<file path="src/rtl/mips_fetch_pkg.sv">
// Shared types and constants for the MIPS instruction-fetch stage.
// Optional build macro PC_ALIGN_CHECK_EN enables PC alignment forcing
// and the sticky pc_misaligned flag in pc_fetch_stage.
package mips_fetch_pkg;

  // Fetch sequencer states:
  //   IDLE  - first cycle out of reset, no request yet
  //   FETCH - request outstanding at pc
  //   HOLD  - response captured while stalled, waiting to enter IF/ID
  //   KILL  - draining a response that a redirect made stale
  typedef enum logic [1:0] {
    IDLE  = 2'd0,
    FETCH = 2'd1,
    HOLD  = 2'd2,
    KILL  = 2'd3
  } fetch_state_t;

  localparam logic [31:0] PC_INC            = 32'd4;
  localparam logic [31:0] DEFAULT_RESET_PC  = 32'h0000_0000;
  localparam logic [31:0] DEFAULT_NOP_INSTR = 32'h0000_0000;

  // Word-align an address by clearing its byte-offset bits.
  function automatic logic [31:0] align_pc(input logic [31:0] addr);
    return {addr[31:2], 2'b00};
  endfunction

  // True when an address has a non-zero byte offset.
  function automatic logic is_misaligned(input logic [31:0] addr);
    return |addr[1:0];
  endfunction

endpackage

</file>
<file path="src/rtl/ifid_pipe_reg.sv">
// IF/ID pipeline register: instruction word, its pc+4 and a valid bit.
// Priority is flush > hold > load; flush inserts NOP_INSTR and clears
// valid while leaving the stored pc+4 untouched.
module ifid_pipe_reg
  import mips_fetch_pkg::*;
#(
  parameter logic [31:0] NOP_INSTR = DEFAULT_NOP_INSTR
) (
  input  logic        clk,
  input  logic        reset,
  input  logic        load,
  input  logic        hold,
  input  logic        flush,
  input  logic [31:0] load_instr,
  input  logic [31:0] load_pc_plus4,
  output logic [31:0] instr,
  output logic [31:0] pc_plus4,
  output logic        valid
);

  // Register update with flush taking precedence over hold and load.
  always_ff @(posedge clk or posedge reset) begin
    if (reset) begin
      instr    <= NOP_INSTR;
      pc_plus4 <= '0;
      valid    <= 1'b0;
    end else if (flush) begin
      instr    <= NOP_INSTR;
      valid    <= 1'b0;
    end else if (hold) begin
      instr    <= instr;
      pc_plus4 <= pc_plus4;
      valid    <= valid;
    end else if (load) begin
      instr    <= load_instr;
      pc_plus4 <= load_pc_plus4;
      valid    <= 1'b1;
    end
  end

endmodule

</file>
<file path="src/rtl/pc_fetch_stage.sv">
// Program counter, instruction-memory request/ready sequencer, hold
// buffer for responses that arrive during a stall, and the IF/ID register.
// Optional build macro PC_ALIGN_CHECK_EN: loaded PC values are word
// aligned and the sticky pc_misaligned output reports any unaligned load.
module pc_fetch_stage
  import mips_fetch_pkg::*;
#(
  parameter logic [31:0] RESET_PC  = DEFAULT_RESET_PC,
  parameter logic [31:0] NOP_INSTR = DEFAULT_NOP_INSTR
) (
  input  logic        clk,
  input  logic        reset,
  input  logic [31:0] next_pc,
  input  logic        pc_redirect,
  input  logic        stall,
  output logic        imem_req,
  output logic [31:0] imem_addr,
  input  logic [31:0] imem_rdata,
  input  logic        imem_ready,
  output logic [31:0] pc,
  output logic [31:0] pc_plus4,
`ifdef PC_ALIGN_CHECK_EN
  output logic        pc_misaligned,
`endif
  output logic [31:0] ifid_instr,
  output logic [31:0] ifid_pc_plus4,
  output logic        ifid_valid
);

  fetch_state_t state;
  fetch_state_t state_next;

  logic [31:0] hold_instr;
  logic [31:0] hold_pc_plus4;
  logic [31:0] kill_addr;
  logic [31:0] pc_load_value;

  logic pc_load;
  logic hold_capture;
  logic kill_capture;
  logic ifid_load;
  logic [31:0] ifid_load_instr;
  logic [31:0] ifid_load_pc_plus4;

  // Sequential successor address; wraps naturally at 2^32.
  always_comb begin
    pc_plus4 = pc + PC_INC;
  end

  // While a stale request drains, the address stays on the old pc even
  // though pc already holds the redirect target.
  always_comb begin
    imem_addr = (state == KILL) ? kill_addr : pc;
  end

  // Value written into pc whenever it is loaded from the next-PC mux.
  always_comb begin
`ifdef PC_ALIGN_CHECK_EN
    pc_load_value = align_pc(next_pc);
`else
    pc_load_value = next_pc;
`endif
  end

  // Next-state and datapath-enable decode; redirect outranks stall/ready.
  always_comb begin
    state_next   = state;
    pc_load      = 1'b0;
    hold_capture = 1'b0;
    kill_capture = 1'b0;
    if (pc_redirect) begin
      pc_load = 1'b1;
      unique case (state)
        IDLE:  state_next = FETCH;
        FETCH: begin
          if (imem_ready) begin
            state_next = FETCH;
          end else begin
            state_next   = KILL;
            kill_capture = 1'b1;
          end
        end
        HOLD:  state_next = FETCH;
        KILL:  state_next = imem_ready ? FETCH : KILL;
        default: state_next = IDLE;
      endcase
    end else begin
      unique case (state)
        IDLE:  state_next = FETCH;
        FETCH: begin
          if (imem_ready) begin
            if (stall) begin
              state_next   = HOLD;
              hold_capture = 1'b1;
            end else begin
              pc_load = 1'b1;
            end
          end
        end
        HOLD: begin
          if (!stall) begin
            state_next = FETCH;
            pc_load    = 1'b1;
          end
        end
        KILL:  state_next = imem_ready ? FETCH : KILL;
        default: state_next = IDLE;
      endcase
    end
  end

  // IF/ID load source: live memory data in FETCH, buffered data in HOLD.
  always_comb begin
    ifid_load          = 1'b0;
    ifid_load_instr    = imem_rdata;
    ifid_load_pc_plus4 = pc_plus4;
    unique case (state)
      FETCH: ifid_load = imem_ready && !stall;
      HOLD: begin
        ifid_load          = !stall;
        ifid_load_instr    = hold_instr;
        ifid_load_pc_plus4 = hold_pc_plus4;
      end
      default: ifid_load = 1'b0;
    endcase
  end

  // Fetch FSM with registered request, pc, hold buffer and kill address.
  always_ff @(posedge clk or posedge reset) begin
    if (reset) begin
      state         <= IDLE;
      imem_req      <= 1'b0;
      pc            <= RESET_PC;
      hold_instr    <= '0;
      hold_pc_plus4 <= '0;
      kill_addr     <= '0;
    end else begin
      state    <= state_next;
      imem_req <= (state_next == FETCH) || (state_next == KILL);
      if (pc_load) begin
        pc <= pc_load_value;
      end
      if (hold_capture) begin
        hold_instr    <= imem_rdata;
        hold_pc_plus4 <= pc_plus4;
      end
      if (kill_capture) begin
        kill_addr <= pc;
      end
    end
  end

`ifdef PC_ALIGN_CHECK_EN
  // Sticky flag: set by any unaligned value loaded into pc, reset-only clear.
  always_ff @(posedge clk or posedge reset) begin
    if (reset) begin
      pc_misaligned <= 1'b0;
    end else if (pc_load && is_misaligned(next_pc)) begin
      pc_misaligned <= 1'b1;
    end
  end
`endif

  ifid_pipe_reg #(
    .NOP_INSTR(NOP_INSTR)
  ) u_ifid (
    .clk          (clk),
    .reset        (reset),
    .load         (ifid_load),
    .hold         (stall),
    .flush        (pc_redirect),
    .load_instr   (ifid_load_instr),
    .load_pc_plus4(ifid_load_pc_plus4),
    .instr        (ifid_instr),
    .pc_plus4     (ifid_pc_plus4),
    .valid        (ifid_valid)
  );

endmodule

</file>
<file path="config.mk">
export PLATFORM = sky130hd
export DESIGN_NAME = pc_fetch_stage
export DESIGN_NICKNAME = d
export VERILOG_FILES = /design/src/rtl/mips_fetch_pkg.sv /design/src/rtl/ifid_pipe_reg.sv /design/src/rtl/pc_fetch_stage.sv
export SDC_FILE = /design/constraint.sdc
export NUM_CORES = 1
export LEC_CHECK = 0
export BUFFER_PORTS_ARGS = -buffer_cell sky130_fd_sc_hd__buf_4
export CAP_MARGIN = 0
export CELL_PAD_IN_SITES_DETAIL_PLACEMENT = 0
export CELL_PAD_IN_SITES_GLOBAL_PLACEMENT = 1
export CORE_MARGIN = 10
export CORE_UTILIZATION = 41
export DETAILED_ROUTE_END_ITERATION = 16
export PLACE_DENSITY = 0.8
export SYNTH_ARGS = -nofsm -noshare
export SYNTH_HDL_FRONTEND = slang
export SYNTH_SLANG_ARGS = --single-unit
export TNS_END_PERCENT = 20
</file>
<file path="constraint.sdc">
create_clock -name clk -period 7.5 [get_ports clk]
set_input_delay 1.5 -clock clk [delete_from_list [all_inputs] [get_ports clk]]
set_output_delay 1.5 -clock clk [all_outputs]
set_load 0.02 [all_outputs]
</file>
==> flow_metrics.tcl <==
set metrics [dict create \
    dieWidth_um 167.9 \
    cts.sinks 195 \
    synth_compound_area_frac 0.08899 \
    grt_pass1_vias 6739 \
    die_h_um 167.9 \
    cts-root-buf "clkbuf_16" \
    yosysSeqAreaShare 0.5440 \
    clockBufferDepth 2 \
    vias_per_cell 5.151 \
    grt_overflow_total 0 \
    synth_ff_type "dfrtp_1" \
    skew_ps 10.09 \
    crit_type "flop to output port" \
    top_layer "met4" \
    tns_ps 0 \
    initial_core_util 0.4136 \
    drive_gt1_frac 0.4038 \
    wl_per_cell_um 19.92 \
    dieArea_sq_um 28190 \
    post_cts_resized 0 \
    synthXorXnorAreaFrac 0.02246 \
    diodes 0 \
    multiInputGateArea_sq_um 3781 \
    grt_setup_unrepaired "false" \
    synth_nets 871 \
    htreeDepth 4 \
    met3_length_um 1900 \
    tightest_slew_ps 1043 \
    ys_types 45 \
    grt_max_degree 120 \
    synth-adder-area-share 0.006974 \
    crit_fanout 12 \
    sw_frac_of_total 0.3928 \
    synthArstFlopShare 1.000 \
    drc 0 \
    synth_edf_count 0 \
    ir_worst_vdd_uv 212.6 \
    cts.clk_slew.worst_paths_ps 70 \
    final_common_cell "buf_4" \
    synth_top_family_by_area "multiplexers" \
    drt_iter0_markers 330 \
    cp_data_arrival_time_ps 3000 \
    grt_pass1_wl_um 39740 \
    place_congestion 0.7893 \
    r2r_slack_ps 4610 \
    hold_class "flop to flop" \
    max_cap_viol_count 0 \
    area_growth_pct 27.76 \
    fp.coreArea_sq_um 21690 \
    powerDensity_nw_per_um2 412.3 \
    layout_min_cycle_time_ps 4502 \
    portBuffers 230 \
    seq_power_share 0.378 \
    finalHoldViolCount 0 \
    met1_length_um 11620 \
    finalSetupViolations 0 \
    cts_buffers 17 \
    final_nets 1070 \
    slew_headroom 0.3048 \
    status "finished, final reports clean" \
    dp.cells 1257 \
    yosysWarnings 0 \
    p_int_uw 2869 \
    met2_length_um 11630 \
    placement_rows 54 \
    slew_viol_final 0 \
    post-route-period-util 0.6003 \
    netlist_area_sq_um 8970 \
    power_leakage_uw 0.005197 \
    power_uw 4725 \
    post-cts-setup-buffers 0 \
    ctsHoldBuffers 0 \
    finalCoreUtilization 0.5284 \
    synth-seq-cells 195 \
    totalWireLength_um 25660 \
    critPathLaunchType "flop" \
    fin_cells 1288 \
    fmax_mhz 222.1 \
    synth.avg_cell_area_sq_um 11.25 \
    fill_cells 1942 \
    cts_tree "built" \
    antenna_found_initial 0 \
    cp.required_ps 6000 \
    ant_nets 0 \
    insertion_delay_ps 440 \
    p_clk_frac 0.186 \
    endpoint_kind "output port" \
    pwr-share-comb 0.436 \
    drt_pass1_iterations 4 \
    synth-simple-area-share 0.1003 \
    muxShareOfSynthArea 0.1995 \
    postSynthCellCount 797 \
    mostFrequentLayoutCells "238 x buf_4, 195 x dfrtp_1, 126 x mux2_2" \
    hpwl_um 18190 \
    io_pins 231 \
    switchingPower_uw 1856 \
    seqCellArea_sq_um 4880 \
    grt_use_total 0.1770 \
    vias 6635 \
]
==> stage by stage <==
stage / hold WS, ps / worst slack (ps) / area [sq um]
after floorplan: 449.5 / 687.8 / 8970
after global placement: 461.4 / 3544 / 10910
after detailed placement: 469.9 / 3468 / 10910
after CTS: 484.8 / 2988 / 11460
after global routing: 507.6 / 2763 / 11460
final: 482.5 / 2998 / 11460
==> logic make-up after synthesis <==
group,after synthesis
adders and majority gates,5
AOI/OAI and AO/OA,135
xor gates and xnor gates,23
DFF,195
and+or+nand+nor,190
buffers and inverters,86
muxes,163
==> sequential cells by signal, indices dropped and copies added (netlist names) <==
signal	cells
hold_instr	32
hold_pc_plus4	32
kill_addr	32
pc	32
state	2
u_ifid.instr	32
u_ifid.pc_plus4	32
u_ifid.valid	1
==> critical path: stages (launching register included) <==
cell and delay, ps:
dfrtp_1 510, nand4_1 490, or3_2 700, nor4_1 360, xnor2_1 260, inv_1 80, buf_4 170
==> per-layer routing <==
metal  vias up  global-route usage
met5         -                   0
met4         0             0.05753
met3        23             0.05471
met2       164              0.2630
met1      3261              0.2405
li1       3187                   -
==> synth_stat cells, types with 2 or more instances <==
master,count,area [sq um]
a211oi_1,32,240.2
a21oi_1,15,75.07
a31oi_1,2,12.51
and3_1,4,25.02
and4_1,2,17.52
buf_1,4,15.01
buf_2,3,15.01
buf_4,3,22.52
clkbuf_1,47,176.4
dfrtp_1,195,4880
ha_1,5,62.56
inv_1,28,105.1
mux2_2,126,1419
mux2i_1,37,370.4
nand2_1,66,247.7
nand2b_1,3,18.77
nand3_1,14,70.07
nand4_1,8,50.05
nor2_1,61,229.0
nor3_1,7,35.03
nor3b_1,3,22.52
nor4_1,9,56.30
o211ai_1,4,30.03
o21a_1,2,15.01
o21ai_0,67,335.3
o22ai_1,8,50.05
or2_2,3,18.77
xnor2_1,12,105.1
xor2_1,11,96.34
==> path summary, 6_finish.rpt <==
check                                    from                  end  cells past startpoint
min in group asynchronous               reset     u_ifid.instr[22]                      2
max                                     pc[7]         pc_plus4[29]                      6
max reg2reg                          state[0]  u_ifid.pc_plus4[26]                      6
min                        u_ifid.pc_plus4[1]   u_ifid.pc_plus4[1]                      2
max in group asynchronous               reset  u_ifid.pc_plus4[16]                      3
min reg2reg                u_ifid.pc_plus4[1]   u_ifid.pc_plus4[1]                      2
==> power by group through the flow <==
stage / Combinational [uW] / Sequential (uW) / Clock [uW]
global placement: 2060 / 1780 / 0
finish: 2060 / 1790 / 881
floorplan: 1100 / 1920 / 0
CTS: 2090 / 1790 / 904
detailed placement: 2080 / 1810 / 0
global route: 2240 / 1850 / 945
==> final cells by class <==
| class | count | share of cell area |
|---|---|---|
| Clock buffer | 20 | 0.03898 |
| Clock inverter | 11 | 0.008953 |
| Inverter | 28 | 0.009826 |
| Multi-Input combinational cell | 516 | 0.3300 |
| Sequential cell | 195 | 0.4258 |
| Tap cell | 280 | 0.03057 |
| Timing Repair Buffer | 238 | 0.1559 |
Power figures use the tool's default switching activity.
